**src/rtl/parser_ingress_arbiter.sv**
```systemverilog
// parser_ingress_arbiter: packet-atomic round-robin sharing of one parser between N_SRC sources, with source-tagged results
module parser_ingress_arbiter #(
    parameter int N_SRC     = 4,
    parameter int BUS_W_B   = 8,
    parameter int MIN_GAP   = 1,
    parameter int MAX_WORDS = 256,
    parameter int PHS_LAT   = 4,
    parameter int PHS_W     = 120
) (
    input  logic                         CLK,
    input  logic                         reset,
    input  logic [N_SRC*BUS_W_B*8-1:0]   src_data_i,
    input  logic [N_SRC-1:0]             src_valid_i,
    input  logic [N_SRC-1:0]             src_sop_i,
    input  logic [N_SRC-1:0]             src_eop_i,
    output logic [N_SRC-1:0]             src_ready_o,
    output logic [BUS_W_B*8-1:0]         bus_o,
    output logic                         start_of_packet_o,
    input  logic [PHS_W-1:0]             phs_i,
    output logic [PHS_W-1:0]             phs_o,
    output logic                         phs_valid_o,
    output logic [$clog2(N_SRC)-1:0]     phs_src_o,
    output logic [N_SRC-1:0]             grant_o,
    output logic                         busy_o,
    output logic                         err_underrun_o,
    output logic                         err_oversize_o
);
    localparam int W  = BUS_W_B * 8;
    localparam int IW = $clog2(N_SRC);
    localparam int CW = $clog2(MAX_WORDS + 1);

    typedef enum logic [1:0] {IDLE, XFER, DROP, GAP} state_t;

    state_t            state, state_nx, post_st;
    logic [IW-1:0]     rr_ptr, gid, win, idx;
    logic              found, acc, eop, last;
    logic [N_SRC-1:0]  elig;
    logic [CW-1:0]     cnt;
    logic [3:0]        gap_cnt;
    logic [PHS_LAT-1:0] tag_v;
    logic [IW-1:0]     tag_id [PHS_LAT];

    assign elig        = src_valid_i & src_sop_i;
    assign src_ready_o = (state == XFER || state == DROP) ? grant_o : '0;
    assign acc         = |(src_valid_i & src_ready_o);
    assign eop         = src_eop_i[gid];
    assign last        = cnt == CW'(MAX_WORDS - 1);
    assign busy_o      = state != IDLE;
    assign post_st     = (MIN_GAP == 0) ? IDLE : GAP;

    // first eligible source strictly after rr_ptr, wrapping
    always_comb begin
        win   = '0;
        idx   = '0;
        found = 1'b0;
        for (int k = 1; k <= N_SRC; k++) begin
            idx = IW'((int'(rr_ptr) + k) % N_SRC);
            if (!found && elig[idx]) begin
                win   = idx;
                found = 1'b1;
            end
        end
    end

    always_comb begin
        state_nx = state;
        unique case (state)
            IDLE:    state_nx = found ? XFER : IDLE;
            XFER:    state_nx = !acc ? XFER : eop ? post_st : last ? DROP : XFER;
            DROP:    state_nx = (acc && eop) ? post_st : DROP;
            GAP:     state_nx = (gap_cnt == 4'(MIN_GAP - 1)) ? IDLE : GAP;
            default: state_nx = IDLE;
        endcase
    end

    always_ff @(posedge CLK) begin
        if (reset) begin
            state             <= IDLE;
            rr_ptr            <= IW'(N_SRC - 1);
            gid               <= '0;
            grant_o           <= '0;
            cnt               <= '0;
            gap_cnt           <= '0;
            bus_o             <= '0;
            start_of_packet_o <= 1'b0;
            err_underrun_o    <= 1'b0;
            err_oversize_o    <= 1'b0;
            tag_v             <= '0;
            phs_valid_o       <= 1'b0;
            phs_o             <= '0;
            phs_src_o         <= '0;
            for (int i = 0; i < PHS_LAT; i++) tag_id[i] <= '0;
        end else begin
            state <= state_nx;
            if (state == IDLE && found) begin
                rr_ptr  <= win;
                gid     <= win;
                grant_o <= N_SRC'(1) << win;
                cnt     <= '0;
            end else if (state_nx == IDLE) begin
                grant_o <= '0;
            end
            if (state == XFER && acc) cnt <= cnt + 1'b1;
            gap_cnt           <= (state == GAP) ? gap_cnt + 4'd1 : 4'd0;
            bus_o             <= (state == XFER && acc) ? src_data_i[int'(gid)*W +: W] : '0;
            start_of_packet_o <= state == XFER && acc && cnt == '0;
            err_underrun_o    <= state == XFER && !src_valid_i[gid];
            err_oversize_o    <= state == XFER && acc && last && !eop;
            // tag rides alongside the parser pipeline so its exit lines up with the matching phs
            tag_v[0]  <= start_of_packet_o;
            tag_id[0] <= gid;
            for (int i = 1; i < PHS_LAT; i++) begin
                tag_v[i]  <= tag_v[i-1];
                tag_id[i] <= tag_id[i-1];
            end
            phs_valid_o <= tag_v[PHS_LAT-1];
            if (tag_v[PHS_LAT-1]) begin
                phs_o     <= phs_i;
                phs_src_o <= tag_id[PHS_LAT-1];
            end
        end
    end
endmodule

```
**config.mk**
```make
export PLATFORM = sky130hd
export DESIGN_NAME = parser_ingress_arbiter
export DESIGN_NICKNAME = d
export VERILOG_FILES = /design/src/rtl/parser_ingress_arbiter.sv
export SDC_FILE = /design/constraint.sdc
export NUM_CORES = 1
export LEC_CHECK = 0
export ABC_AREA = 0
export BUFFER_PORTS_ARGS = -buffer_cell sky130_fd_sc_hd__clkbuf_2
export CORE_AREA = 4 4 227 229
export DETAILED_ROUTE_END_ITERATION = 7
export DIE_AREA = 0 0 231 233
export SLEW_MARGIN = 25
export SYNTH_ARGS = -nofsm -noshare
export SYNTH_HDL_FRONTEND = slang
export SYNTH_SLANG_ARGS = --single-unit
export TNS_END_PERCENT = 30
```
**constraint.sdc**
```tcl
create_clock -name CLK -period 3.66 [get_ports CLK]
set_input_delay 0.732 -clock CLK [delete_from_list [all_inputs] [get_ports CLK]]
set_output_delay 0.732 -clock CLK [all_outputs]
set_load 0.01 [all_outputs]
```
==> metrics.md, run 1 <==
| Metric | Value |
|---|---|
| Chip Height | `233 um` |
| PortBufs | `588` |
| Synth warn | `0` |
| Total grt overflow | `0` |
| GPL Wtd Cong | `0.9424` |
| Nets | `1768` |
| Synth area leaders | `dfxtp_1, mux4_2, mux2i_1` |
| Commonest cells post-synth | `dfxtp_1, nor2_1, mux2i_1` |
| ANT nets after route | `0` |
| Slew Viols, Final | `0` |
| CP endpoint kind | `output port` |
| Final period util | `66.71%` |
| Ys flop type | `dfxtp_1` |
| First-pass GRT wire length | `a little under 50000 um` |
| CP startpoint kind | `flop` |
| Slew @ Worst Pin | `0.8659 ns` |
| Detailed Place HPWL | `between 20000 and 30000 um` |
| Met2 Use GR | `21.12%` |
| Most frequent cell after synthesis | `dfxtp_1` |
| Pin count of the biggest net entering global routing | `104` |
| Root Driver | `clkbuf_16` |
| Fin crit period | `roughly 2.4 ns` |
| # hold bufs at CTS | `0` |
| Die ar. | `0.05382 mm^2` |
| Synthesized flop and latch total | `roughly 230` |
| DR iter-0 viols | `approximately 240` |
| Clk buf depth | `3` |
| Register area | `between 0.004 and 0.005 mm^2` |
| Post-synth EDFFs | `0` |
| Initial antenna violation count | `9` |
| Cell taking the most area after synthesis | `dfxtp_1` |
| Outcome | `finished, final reports clean` |
| CP Max Fanout | `6` |
| Max-Slew Margin vs Limit | `41.54%` |
| Detailed Routing Iterations Pass 1 | `4` |
| MaxCap Viol Count | `0` |
| Share of the synthesized area in the top cell type | `approximately half` |
| F_max | `409.6 MHz` |
| Hold Violations, Final | `0` |
| CP required | `2.93 ns` |
| Htree depth | `1` |
| Reg clk slew, reported paths | `0.06 ns` |
| Drt wl/cell | `16.74 um` |
| CTS tree | `built` |
| Worst path arrival time | `1.71 ns` |
| Layout Area Growth over Synthesis | `48.80%` |
| Worst-skew pair later-pin latency | `0.54 ns` |
| Core area | `0.04966 mm^2` |
| Syn Area/Cell | `about 12 um^2` |
| M1 GR Usage | `12.54%` |
| Final Total Pwr | `0.005787 W` |
| CTS buffer count | `26` |
| Vias per cell | `4.036` |
| Synth async-reset ratio | `0%` |
| Worst Hold Class | `in2reg` |
| Mapped Nets | `1200` |
| P per Cell Area | `417.4 mW/mm^2` |
| Number of I/O pins | `589` |
| Seq/Total Area, Yosys | `48.34%` |
| IR drop worst, VDD | `between 0.0003 and 0.0004 V` |
| Final wirelength | `34580 um` |
| Fraction of layout cells with a size suffix above 1 | `approximately half` |
| Starting Density | `a little under a fifth` |
| Hold_ws | `0.4222 ns` |
| Clock Skews | `0.01862 ns` |
| RSZ-0062 raised after global routing | `no` |
| Netlist cell types | `47` |
| Most utilized layer in the global route result | `met2` |
| Number of global-route vias before repair | `between 8000 and 9000` |
| Global Route Usage Sum | `a little under an eighth` |
| Drt drc | `0` |
| Setup TNS | `0 ns` |
| Multi-input logic area | `0.004524 mm^2` |
| Vias | `8339` |
| # setup viols final | `0` |
| Filler Cells Inserted | `5276` |
| PostCTS Resize Cnt | `0` |
| Lkg Pwr | `6.131 nW` |
| Critical path class | `reg2out` |
| Clock sinks | `225` |
| Mapped cell area | `0.009318 mm^2` |
| GR Layer Usage met3 | `under 10%` |
| Synth Instances | `800` |
| FP Rows | `82` |
| Die Wd | `around 230 um` |
| # Post-CTS Setup Buffers | `0` |
[per-stage QoR]
stage	cell area, um^2	instances	util, %	worst slack, ns
after floorplan	9318	800	-	1.413
after global placement	12990	2012	26.16	1.291
after detailed placement	12990	2012	26.16	1.256
after CTS	13840	2058	27.88	1.168
after global routing	13860	2066	27.92	1.119
final	13860	2066	27.92	1.218
[metal layers]
layer	part of all wire, %	up-vias
met3	10	61
li1	-	3944
met2	50	447
met1	35	3885
met4	4.3	2
met5	0.020	-
[final timing paths]
| path | from | endpoint | slack [ns] | cells after the start |
|---|---|---|---|---|
| max | state[0] | src_ready_o[2] | 1.22 | 4 |
| min | phs_i[49] | phs_o[49] | 0.42 | 3 |
| max reg2reg | cnt[0] | grant_o[0] | 1.23 | 10 |
| min reg2reg | tag_id[1][0] | tag_id[2][0] | 0.44 | 1 |
[registers in the layout (all words and copies together), names as in the netlist]
| register | cells |
|---|---|
| phs_src_o | 2 |
| phs_o | 120 |
| cnt | 9 |
| start_of_packet_o | 1 |
| phs_valid_o | 1 |
| grant_o | 4 |
| gid | 2 |
| err_oversize_o | 1 |
| rr_ptr | 2 |
| bus_o | 64 |
| gap_cnt | 4 |
| state | 2 |
| err_underrun_o | 1 |
| tag_id | 8 |
| tag_v | 4 |
[report_power, final]
group	leakage, nW	switching [W]	internal [W]
clock network	0.423	0.00103	0.00156
registers	1.82	0.0000290	0.00247
logic	3.89	0.000282	0.000412
[worst max-delay path: stages, from the launching register on]
cell,delay (ns)
dfxtp_1,0.36
inv_1,0.09
ha_1,0.39
and2_1,0.20
clkbuf_2,0.13
[final cells by class]
cell class,count,area share (%)
Clock buffer,36,5.406
Multi-Input combinational cell,504,32.63
Antenna cell,8,0.1444
Inverter,16,0.4332
Sequential cell,225,32.57
Timing Repair Buffer,595,21.98
Tap cell,672,6.064
Clock inverter,10,0.7671
[placed cells by master, fill, tap and decap left out, types with 2 or more instances in the layout]
| cell | synthesis | final |
|---|---|---|
| nand3_1 | 4 | 4 |
| diode_2 | 0 | 8 |
| a211oi_1 | 2 | 2 |
| a21oi_1 | 12 | 12 |
| mux2i_1 | 122 | 122 |
| or3b_2 | 6 | 6 |
| o21a_1 | 2 | 2 |
| bufinv_16 | 0 | 2 |
| nor2b_1 | 57 | 57 |
| a21o_1 | 2 | 2 |
| and2_1 | 7 | 7 |
| clkbuf_1 | 24 | 5 |
| clkbuf_2 | 1 | 587 |
| nor2_1 | 138 | 138 |
| o21ai_2 | 3 | 3 |
| dfxtp_1 | 225 | 222 |
| clkinv_2 | 0 | 6 |
| nand3b_1 | 3 | 3 |
| a22o_1 | 5 | 5 |
| nand2b_1 | 2 | 2 |
| o21ai_0 | 8 | 8 |
| dfxtp_4 | 0 | 3 |
| inv_1 | 16 | 16 |
| buf_12 | 0 | 4 |
| and3_1 | 6 | 6 |
| nand2_1 | 5 | 5 |
| clkbuf_16 | 0 | 27 |
| buf_4 | 0 | 4 |
| ha_1 | 10 | 10 |
| nor3_1 | 3 | 3 |
| and2b_1 | 21 | 21 |
| mux4_2 | 66 | 66 |
| clkbuf_8 | 0 | 4 |
[cell families after synthesis]
logic type / Yosys count / share of synthesized area [%]
buffers and inverters: 71 / 3.102
adders and majority gates: 10 / 1.343
xor gates and xnor gates: 2 / 0.1880
DFF: 225 / 48.34
muxes: 188 / 29.06
AOI/OAI and AO/OA: 45 / 3.760
and+or+nand+nor: 259 / 14.21
(Power assumes the default switching activity.)
==> run 2, diff against run 1 <==
--- a/config.mk
+++ b/config.mk
@@ -5,11 +5,11 @@
 export SDC_FILE = /design/constraint.sdc
 export NUM_CORES = 1
 export LEC_CHECK = 0
-export ABC_AREA = 0
+export ABC_AREA = 1
 export BUFFER_PORTS_ARGS = -buffer_cell sky130_fd_sc_hd__clkbuf_2
-export CORE_AREA = 4 4 227 229
+export CORE_AREA = 4 4 224 226
 export DETAILED_ROUTE_END_ITERATION = 7
-export DIE_AREA = 0 0 231 233
+export DIE_AREA = 0 0 228 230
 export SLEW_MARGIN = 25
 export SYNTH_ARGS = -nofsm -noshare
 export SYNTH_HDL_FRONTEND = slang
==> constraint.sdc (replaced) <==
create_clock -name CLK -period 2.2 [get_ports CLK]
set_input_delay 0.44 -clock CLK [delete_from_list [all_inputs] [get_ports CLK]]
set_output_delay 0.44 -clock CLK [all_outputs]
set_load 0.01 [all_outputs]
==> run 2 against run 1 <==
Global-route usage rose by 4.4 points. Clock power rose by 79%. Core utilization rose by 1.8 points. Clock skew fell by 0.012 ns. Non-clock buffer count rose by 20. Register-to-register slack got worse by 1.1 ns. Highest routed layer unchanged.
==> metrics.md, run 2 <==
| Metric | Value |
|---|---|
| Maximum cell stage delay along the critical path | `around 0.38 ns` |
| Clk buf depth | `3` |
| MaxCap Viol Count | `0` |
| Slowest stage cell, crit path | `dfxtp_4` |
| Mapped cell area | `between 0.009 and 0.01 mm^2` |
| Drt drc | `0` |
| Synth async-reset ratio | `0%` |
| Chip Height | `230 um` |
| Number of global-route vias before repair | `11283` |
| Inst Count DP | `between 2000 and 3000` |
| Fraction of layout cells with a size suffix above 1 | `36.52%` |
| Ys flop type | `dfxtp_1` |
| Die ar. | `around 0.052 mm^2` |
| Clock sinks | `225` |
| Initial antenna violation count | `22` |
| Worst Setup SP | `cnt[0]` |
| Most frequent cells in the layout | `clkbuf_2, nor2_1, o21ai_0` |
| CTS tree | `built` |
| Synthesized flop and latch total | `225` |
| Number of cells on the worst reg-to-reg path | `15` |
| Seq/Total Area, Yosys | `between 40% and 50%` |
| Vias | `11454` |
| Finished Core Util | `29.74%` |
| Pin count of the biggest net entering global routing | `approximately 120` |
| Starting Density | `20.13%` |
| CP startpoint kind | `flop` |
| GPL Wtd Cong | `0.9162` |
| Share of the synthesized area in the top cell type | `46.28%` |
| Most frequent cell after synthesis | `nor2_1` |
| F_max | `476.9 MHz` |
| Layout Area Growth over Synthesis | `47.72%` |
| Flop-to-flop setup slack | `0.10 ns` |
| Most used cell, CP | `nand2_2` |
| Nets | `2339` |
| Final period util | `~95%` |
| Clock Skews | `around 0.0069 ns` |
| Outcome | `finished, final reports clean` |
| Final wirelength | `45320 um` |
| Final Total Pwr | `~0.013 W` |
| FP Rows | `81` |
| Cell taking the most area after synthesis | `dfxtp_1` |
| Worst path arrival time | `2.53 ns` |
| Lkg Pwr | `7.214 nW` |
| Worst-path cell chain | `ha_4, nand2_2, nor2_2, inv_2, nor3_4, nand2_1, nor2_1, ha_2, nand2_2, o21ai_1, nand2_1, nand2_2, nand2_2, nand3_1, nand2_1` |
| Synth area leaders | `dfxtp_1, nor2_1, o21ai_0` |
| Slew @ Worst Pin | `~0.65 ns` |
| Reg clk slew, reported paths | `approximately 0.060 ns` |
| First-pass GRT wire length | `66940 um` |
| Vias per cell | `around 4.4` |
| Mapped Nets | `1793` |
| Total grt overflow | `0` |
| Netlist cell types | `35` |
| CP required | `2.63 ns` |
| Max reg flops | `120` |
| # hold bufs at CTS | `0` |
| DR iter-0 viols | `between 600 and 700` |
| Commonest cells post-synth | `nor2_1, o21ai_0, dfxtp_1` |
| ANT nets after route | `0` |
| Core area | `a little under 0.05 mm^2` |
| Root Driver | `clkbuf_16` |
| Htree depth | `1` |
| Commonest non-fill, non-tap cell in the layout | `clkbuf_2` |
| Worst-skew pair later-pin latency | `0.54 ns` |
| Detailed Place HPWL | `35340 um` |
| Max-Slew Margin vs Limit | `56.79%` |
| Global Route Usage Sum | `16.21%` |
| Worst Setup Slack, final | `0.1033 ns` |
| Syn Area/Cell | `6.987 um^2` |
| Hold Violations, Final | `0` |
| Worst setup path endpoint | `grant_o[2]` |
| Reg2Reg Launch Point | `cnt[0]` |
| Detailed Routing Iterations Pass 1 | `5` |
| Regs by FF count | `phs_o: 120 flops, bus_o: 64 flops, cnt: 9 flops` |
| # setup viols final | `0` |
| Dpl cell area | `0.01334 mm^2` |
| Die Wd | `228 um` |
| Synth Instances | `1393` |
| CP Max Fanout | `5` |
| CP endpoint kind | `flop` |
| IR drop worst, VDD | `0.0005321 V` |
| P per Cell Area | `just over 900 mW/mm^2` |
| Post-synth EDFFs | `0` |
| Synth warn | `0` |
| Final instance area | `0.01438 mm^2` |
| CTS buffer count | `26` |
| Fin crit period | `around 2.1 ns` |
| Critical path class | `reg2reg` |
| Drt wl/cell | `17.49 um` |
| Reg with most FFs | `phs_o` |
| Worst reg2reg path endpoint | `grant_o[2]` |
| Worst Hold Class | `in2reg` |
| Setup slack at placement | `0.07259 ns` |
| Fin cells | `2591` |
| Number of I/O pins | `around 590` |
| PortBufs | `588` |
| Slew Viols, Final | `0` |
-- run 2: cell type report --
type                       count  area [um^2]
antenna                       11        27.53
clock buffer                  42        853.3
clock inverter                 5        81.33
fill                        5283        33970
inverter                      39        148.9
multi-input combinational   1032         4712
sequential                   225         4518
tap                          622        778.2
timing repair buffer         615         3258
-- run 2: critical path: cells and delay by family, from the launching register on --
family | cells | cell delay (ns)
compound gates | 1 | 0.13
fa+ha+maj | 2 | 0.35
buf+inv | 1 | 0.07
flops | 1 | 0.38
simple gates | 11 | 1.07
-- run 2: logic make-up (layout without fill, tap and decap cells) --
family | after synthesis | in the layout | synth area share (%)
DFF | 225 | 225 | 46.28
xor gates and xnor gates | 2 | 2 | 0.1800
and+or+nand+nor | 673 | 673 | 28.22
adders and majority gates | 10 | 10 | 1.286
AOI/OAI and AO/OA | 347 | 347 | 18.18
buffers and inverters | 136 | 701 | 5.862
other | 0 | 11 | 0
-- run 2: worst min-delay path by stage --
stage / start / end / slack [ns] / depth (start not counted)
floorplan: tag_id[0][0] / tag_id[1][0] / 0.39 / 2
global placement: tag_v[2] / tag_v[3] / 0.38 / 2
detailed placement: tag_v[2] / tag_v[3] / 0.40 / 2
CTS: phs_i[114] / phs_o[114] / 0.09 / 3
global route: phs_i[114] / phs_o[114] / 0.11 / 3
finish: phs_i[102] / phs_o[102] / 0.13 / 3
-- run 2: metal layers --
metal  up-vias  track usage (%)  routed length (um)
met5         -                0                   8
met4         2            6.295                1307
met3        76            4.175                3497
met2       539            29.80               23540
met1      5246            17.87               16970
li1       5591                -                   -
-- run 2: per-stage QoR --
stage          hold slack (ns)  TNS (ns)
2_1_floorplan           0.3883         0
3_3_place_gp            0.3850         0
3_5_place_dp            0.4014         0
4_1_cts                0.08691         0
5_1_grt                 0.1100  -0.01148
6_report                0.1261         0
-- run 2: power breakdown --
group	switching, W	leakage (nW)	internal, W
clock network	0.00176	0.459	0.00288
registers	0.000143	1.82	0.00423
logic	0.00280	4.94	0.00144
total	0.00471	7.21	0.00855
-- run 2: what timing repair did --
action | in CTS | in global routing
endpoints found under the setup margin | 0 | 11
gates resized for setup | 0 | 16
hold endpoints to repair | 0 | 0
setup buffers | 0 | 2
==> run 3, diff against run 2 <==
--- a/config.mk
+++ b/config.mk
@@ -10,6 +10,7 @@
 export CORE_AREA = 4 4 224 226
 export DETAILED_ROUTE_END_ITERATION = 7
 export DIE_AREA = 0 0 228 230
+export PLACE_DENSITY = 0.5
 export SLEW_MARGIN = 25
 export SYNTH_ARGS = -nofsm -noshare
 export SYNTH_HDL_FRONTEND = slang
==> run 3 against run 2 <==
Setup slack improved by 0.062 ns. Sequential power barely moved. First-iteration DRC count fell by 18%. Largest cell class unchanged. Non-clock buffer count fell by 10.
==> metrics.md, run 3 (synthesis results as in run 2) <==
| Metric | Value |
|---|---|
| ANT nets after route | `0` |
| Most frequent cells in the layout | `clkbuf_2, nor2_1, o21ai_0` |
| Hold Violations, Final | `0` |
| Die ar. | `roughly 0.052 mm^2` |
| Most utilized layer in the global route result | `met2` |
| Nets | `2330` |
| Root Driver | `clkbuf_16` |
| Lkg Pwr | `between 7 and 8 nW` |
| Hold_ws | `approximately 0.11 ns` |
| Max-Slew Margin vs Limit | `60.63%` |
| CP required | `~1.8 ns` |
| GR Layer Usage met3 | `4.596%` |
| Core area | `0.04834 mm^2` |
| Final period util | `92.50%` |
| Chip Height | `230 um` |
| Worst Hold Class | `in2reg` |
| GPL Wtd Cong | `about 0.91` |
| Register area | `between 0.004 and 0.005 mm^2` |
| Detailed Routing Iterations Pass 1 | `4` |
| Vias per cell | `4.334` |
| IR drop worst, VDD | `~0.00046 V` |
| M1 GR Usage | `18.21%` |
| Clock sinks | `225` |
| Commonest non-fill, non-tap cell in the layout | `clkbuf_2` |
| Filler Cells Inserted | `between 5000 and 6000` |
| Finished Core Util | `29.60%` |
| Worst path arrival time | `around 1.6 ns` |
| Slew Viols, Final | `0` |
| F_max | `491.4 MHz` |
| CP Max Fanout | `8` |
| Drt wl/cell | `between 15 and 20 um` |
| Outcome | `finished, final reports clean` |
| Global Route Usage Sum | `15.87%` |
| Final wirelength | `roughly 45000 um` |
| Regs by FF count | `phs_o: 120 flops, bus_o: 64 flops, cnt: 9 flops` |
| FP Rows | `81` |
| Clock Skews | `between 0.007 and 0.008 ns` |
| CP endpoint kind | `output port` |
| P per Cell Area | `925.8 mW/mm^2` |
| Number of cells on the worst reg-to-reg path | `15` |
| CTS tree | `built` |
| First-pass GRT wire length | `66410 um` |
| Critical path class | `reg2out` |
| Initial antenna violation count | `20` |
| Slew @ Worst Pin | `approximately 0.59 ns` |
| Reg with most FFs | `phs_o` |
| DR iter-0 viols | `between 500 and 600` |
| Drt drc | `0` |
| Final Total Pwr | `0.01325 W` |
| # setup viols final | `0` |
| Met2 Use GR | `27.31%` |
| Reg clk slew, reported paths | `0.06 ns` |
| Starting Density | `about 20%` |
| PortBufs | `588` |
| MaxCap Viol Count | `0` |
| Hold path cells | `3` |
| Worst-skew pair later-pin latency | `~0.55 ns` |
| Multi-input logic area | `0.004711 mm^2` |
| Layout Area Growth over Synthesis | `47.00%` |
| CP startpoint kind | `flop` |
| Vias | `11212` |
| Detailed Place HPWL | `33980 um` |
| Total grt overflow | `0` |
| Number of global-route vias before repair | `about 11000` |
| Htree depth | `1` |
| Die Wd | `228 um` |
| Fin crit period | `2.035 ns` |
| Max reg flops | `120` |
| Fraction of layout cells with a size suffix above 1 | `36.26%` |
| Pin count of the biggest net entering global routing | `129` |
| CTS buffer count | `27` |
| Number of I/O pins | `589` |
| Clk buf depth | `3` |
[run 3: cell types whose count changed in the layout (fill, tap and decap cells not counted), sizes merged]
cell | before | now
diode | 11 | 15
clkinvlp | 1 | 2
clkinv | 3 | 8
bufinv | 2 | 4
clkbuf | 630 | 623
inv | 38 | 39
buf | 27 | 17
[run 3: final cells by class]
cell class                      instances  area share (%)
Timing Repair Buffer                  605           22.25
Sequential cell                       225           31.60
Tap cell                              622           5.439
Multi-Input combinational cell       1032           32.93
Clock buffer                           35           5.212
Antenna cell                           15          0.2624
Inverter                               39           1.058
Clock inverter                         14           1.259
[run 3: path summary, 6_finish.rpt]
kind / startpoint / to / slack (ns)
worst min register to register: tag_v[2] / tag_v[3] / 0.39
worst max register to register: cnt[0] / grant_o[3] / 0.19
worst max-delay path: state[0] / src_ready_o[2] / 0.17
worst min-delay path: phs_i[94] / phs_o[94] / 0.11
[run 3: where the power goes]
| part | internal (W) | leakage (nW) | switching [W] |
|---|---|---|---|
| clock network | 0.00285 | 0.456 | 0.00183 |
| registers | 0.00423 | 1.82 | 0.000140 |
| logic | 0.00142 | 4.88 | 0.00276 |
| total | 0.00851 | 7.15 | 0.00474 |
[run 3: through the flow]
step	instance area (um^2)	setup slack (ns)	setup TNS [ns]	instances
floorplan	9733	0.3470	0	1393
global placement	13260	0.1383	0	2520
detailed placement	13260	0.1028	0	2520
CTS	14190	0.03068	0	2569
global route	14300	-0.009730	-0.02852	2584
finish	14310	0.1650	0	2587
[run 3: per-layer routing]
metal / part of all wire (%) / vias to the layer above
li1: - / 5583
met1: 39 / 5095
met2: 49 / 456
met3: 8.0 / 76
met4: 4.0 / 2
met5: 0.029 / -
[run 3: critical path: stages, from the launching register on]
cell	delay (ns)
dfxtp_1	0.37
inv_1	0.11
ha_4	0.32
nand2_1	0.06
inv_1	0.06
clkbuf_2	0.12
[run 3: repair_timing]
action,4_1_cts,5_1_grt
endpoints found under the hold margin,0,0
gates resized for setup,1,16
pin swaps,0,6
hold buffers,0,0
setup buffers,0,3
endpoints found under the setup margin,1,8
